## src/rtl/fetch_stage.sv

```systemverilog
// Instruction-fetch stage and IF/ID pipeline register.
// Owns the PC; stall, flush and redirect come from the hazard unit.
module fetch_stage #(
    parameter logic [31:0] RESET_PC  = 32'h0000_0000,
    parameter logic [31:0] NOP_INSTR = 32'h0000_0013
) (
    input  logic        clk,
    input  logic        reset,
    input  logic        StallF,
    input  logic        StallD,
    input  logic        FlushD,
    input  logic        PCSrcE,
    input  logic [31:0] PCTargetE,
    input  logic [31:0] InstrF,
    output logic [31:0] PCF,
    output logic [31:0] InstrD,
    output logic [31:0] PCD,
    output logic [31:0] PCPlus4D,
    output logic        ValidD,
    output logic        MisalignErr
);

    logic [31:0] pcplus4f;
    logic [31:0] pcnext;

    assign pcplus4f = PCF + 32'd4;

    // A redirect wins over a fetch stall; low bits are forced to word alignment.
    always_comb begin
        pcnext = pcplus4f;
        if (PCSrcE)
            pcnext = {PCTargetE[31:2], 2'b00};
        else if (StallF)
            pcnext = PCF;
    end

    always_ff @(posedge clk) begin
        if (reset) begin
            PCF         <= RESET_PC;
            MisalignErr <= 1'b0;
        end else begin
            PCF <= pcnext;
            if (PCSrcE && (PCTargetE[1:0] != 2'b00))
                MisalignErr <= 1'b1;
        end
    end

    always_ff @(posedge clk) begin
        if (reset || FlushD) begin
            InstrD   <= NOP_INSTR;
            PCD      <= 32'd0;
            PCPlus4D <= 32'd0;
            ValidD   <= 1'b0;
        end else if (!StallD) begin
            InstrD   <= InstrF;
            PCD      <= PCF;
            PCPlus4D <= pcplus4f;
            ValidD   <= 1'b1;
        end
    end

endmodule

```

## config.mk

```make
export PLATFORM = sky130hd
export DESIGN_NAME = fetch_stage
export DESIGN_NICKNAME = d
export VERILOG_FILES = /design/src/rtl/fetch_stage.sv
export SDC_FILE = /design/constraint.sdc
export NUM_CORES = 1
export LEC_CHECK = 0
export BUFFER_PORTS_ARGS = -buffer_cell sky130_fd_sc_hd__buf_2
export CORE_UTILIZATION = 50
export CTS_BUF_LIST = sky130_fd_sc_hd__clkbuf_4 sky130_fd_sc_hd__clkbuf_8
export DETAILED_ROUTE_END_ITERATION = 10
export PLACE_DENSITY = 0.81
export SYNTH_ARGS = -nofsm -noshare
export SYNTH_HDL_FRONTEND = slang
export SYNTH_SLANG_ARGS = --single-unit
```

## constraint.sdc

```tcl
create_clock -name clk -period 2.2 [get_ports clk]
set_input_delay 0.11 -clock clk [delete_from_list [all_inputs] [get_ports clk]]
set_output_delay 0.11 -clock clk [all_outputs]
set_load 0.01 [all_outputs]
```

==> flow_summary.ini <==
[outcome]
status = complete, no violations

[power]
p_sw_share_pct = 26.46
seqPwrFrac_pct = 47.9
pwr-share-comb_pct = 14.3
ir_worst_vdd_uv = 490.0
p_clk_share_pct = 37.8
p_leak_uw = 0.003431
p_switching_uw = 1332
p_int_uw = 3702
power.density_nw_per_um2 = 664.1

[grt]
grt_max_degree = 73
grt_pass1_vias = 5194
grt_usage_pct = 28.57
grt_pass1_wl_mm = 25.14
antenna_found_initial = 0
grt-ovfl-total = 0

[drt]
drtAntennaViolNets = 0
wl_per_cell_um = 15.74
drtPass1Iterations = 7
drt_wl_total_mm = 15.78
viasPerCell = 5.216
vias = 5232
drcViolationCount = 0
drt_iter0_drc = 347

[floorplanning]
die_area_um2 = 11200
rows = 37
die_x_um = 105.8
initial_core_util_pct = 51.99
num_io_pins = 200
die_h_um = 105.8
core_area_um2 = 10370

[layout]
drive_gt1_share_pct = 31.14
fillers = 774
multi_input_area_um2 = 2630
layout_commonest_cell = buf_2
antennaDiodeCount = 0
fin_nets = 926
area_delta_synth_final_pct = 40.59
seq_area_um2 = 2482
layout_common_cells = 192 x buf_2, 124 x dfxtp_1, 115 x nor2_1, 65 x mux2i_1, 63 x dlygate4sd3_1

[setup_path]
cp.arrival_ns = 2.34
worstPathCellList = ha_1, nand4b_1, or4_1, or3_1, a311oi_1
critPathCaptureType = flop
reg2reg_depth = 5
r2r_start = PCF[2]
endpoint = PCF[18]
cp.required_ns = 2.55
worst-path-max-fanout = 4
r2r_end = PCF[18]
rrSetupSlack_ns = 0.21
cp-start-kind = flop
critPathKind = reg2reg
slowest_delay_ns = 0.52
cpMaxStageDelayCell = or4_1
cp-startpoint = PCF[2]

[timing]
max_freq_mhz = 501.7
max-slew-margin-rel_pct = 60.00
worst_pin_slew_ns = 0.5945
min_period_ns = 1.993
whs_ns = 0.03426
hold_violations = 0
rsz0062_at_grt = false
setup_tns_ns = 0
setup_violations = 0
period_share_pct = 90.60
maxSlewViolCount = 0
finClkSkew_ns = 0.01357

[clock_network]
clk_latency_ns = 0.44
cts_tree = built
root_buffer = clkbuf_8
cts.sinks = 124
cts-htree-levels = 4
cts-buffers-inserted = 17
path_clk_slew_ns = 0.08
cts_buffer_depth = 2

[logic_synthesis]
ys_warn_count = 0
syn_avg_cell_area_um2 = 8.971
synth_area_um2 = 5391
ys_ff_latch = 124
seq_area_frac_synth_pct = 46.04
synthDistinctLibCells = 39
netlist_instances = 601

[placed_design]
gp_congestion = 0.8440
hpwl_mm = 10.16
io_buffers = 193

[flow_run]
cap_violations = 0

[worst_hold_path]
hold_path.class = in2reg
holdPathStages = 3
==> final cells by class <==
| class | count | share of cell area, % |
|---|---|---|
| clock buffers | 19 | 3.285 |
| multi-input cells | 415 | 34.70 |
| well taps | 136 | 2.245 |
| clock inverters | 12 | 1.651 |
| flip-flops and latches | 124 | 32.75 |
| inverters | 9 | 0.4457 |
| repair buffers | 288 | 24.93 |
==> state kept, by name (all words and copies together) (netlist names) <==
name / count
PCF: 30
InstrD: 32
MisalignErr: 1
PCPlus4D: 30
ValidD: 1
PCD: 30
==> timing repair <==
action	CTS	global route
buffers inserted	0	0
hold buffers	63	0
hold endpoints to repair	62	0
setup endpoints to repair	0	0
gates resized for setup	0	0
==> cells by family after synthesis <==
kind of cell               after synthesis  share of synthesized area [%]
adders and majority gates                1                         0.2320
muxes                                   65                          12.07
and+or+nand+nor                        205                          18.19
other                                    1                        0.06955
buffers and inverters                   67                          5.523
DFF                                    124                          46.04
xor gates and xnor gates                53                          8.610
AOI/OAI and AO/OA                       85                          9.260
==> power groups by stage <==
| stage | Clock [µW] | Combinational, µW | Sequential [µW] |
|---|---|---|---|
| 2_1_floorplan | 0 | 330 | 2490 |
| 3_3_place_gp | 0 | 605 | 2450 |
| 3_5_place_dp | 0 | 618 | 2460 |
| 4_1_cts | 1930 | 709 | 2410 |
| 5_1_grt | 2050 | 777 | 2420 |
| 6_report | 1910 | 720 | 2410 |
==> synthesized netlist by cell type (all sizes together) <==
| master | number | area share [%] |
|---|---|---|
| and3 | 1 | 0.12 |
| buf | 21 | 2.3 |
| a211oi | 22 | 3.2 |
| nor2b | 3 | 0.35 |
| a311oi | 3 | 0.49 |
| or3 | 6 | 0.70 |
| clkbuf | 37 | 2.6 |
| xor2 | 13 | 2.1 |
| nor2 | 115 | 8.0 |
| xnor2 | 40 | 6.5 |
| nor4 | 6 | 0.70 |
| inv | 9 | 0.63 |
| o21ai | 25 | 2.3 |
| mux2i | 65 | 12 |
| nor3b | 1 | 0.14 |
| nand3 | 10 | 0.93 |
| a21oi | 34 | 3.2 |
| nand2 | 22 | 1.5 |
| nor4b | 2 | 0.44 |
| nor3 | 19 | 2.3 |
| conb | 1 | 0.070 |
| and4 | 1 | 0.16 |
| or4 | 4 | 0.63 |
| or2 | 2 | 0.23 |
| nand4 | 12 | 1.8 |
| o21a | 1 | 0.14 |
| nand4b | 1 | 0.16 |
| ha | 1 | 0.23 |
| dfxtp | 124 | 46 |
==> worst max-delay path, delay by kind of cell, from the launching register on <==
kind,cells,cell delay [ns]
flops,1,0.35
simple gates,3,1.09
compound gates,1,0.24
fa+ha+maj,1,0.23
==> per-stage QoR <==
| stage | setup WS, ns | total power, µW | util, % | cell area, µm² | cells |
|---|---|---|---|---|---|
| after floorplan | 0.1296 | 2818 | - | 5410 | 606 |
| after global placement | 0.2871 | 3054 | 63.40 | 6575 | 909 |
| after detailed placement | 0.2473 | 3074 | 63.40 | 6575 | 909 |
| after CTS | 0.2160 | 5045 | 73.09 | 7580 | 1003 |
| after global routing | 0.1049 | 5243 | 73.09 | 7580 | 1003 |
| final | 0.2068 | 5034 | 73.09 | 7580 | 1003 |
==> per-layer routing <==
metal | wire length (µm) | global-route usage [%] | vias up
met2 | 7725 | 48.79 | 212
met5 | 0 | 0 | -
met3 | 985 | 7.297 | 22
met4 | 244 | 10.32 | 0
li1 | - | - | 2545
met1 | 6827 | 34.57 | 2453
==> how the worst min path moves through the flow <==
stage,from,end,slack (ns)
2_1_floorplan,InstrF[0],InstrD[0],0.24
5_1_grt,PCTargetE[29],PCF[29],0.02
3_3_place_gp,InstrF[0],InstrD[0],0.33
4_1_cts,PCSrcE,PCF[5],0.01
6_report,PCSrcE,PCF[5],0.03
3_5_place_dp,InstrF[4],InstrD[4],0.33
Note: power is estimated with default switching activity, not from simulation.
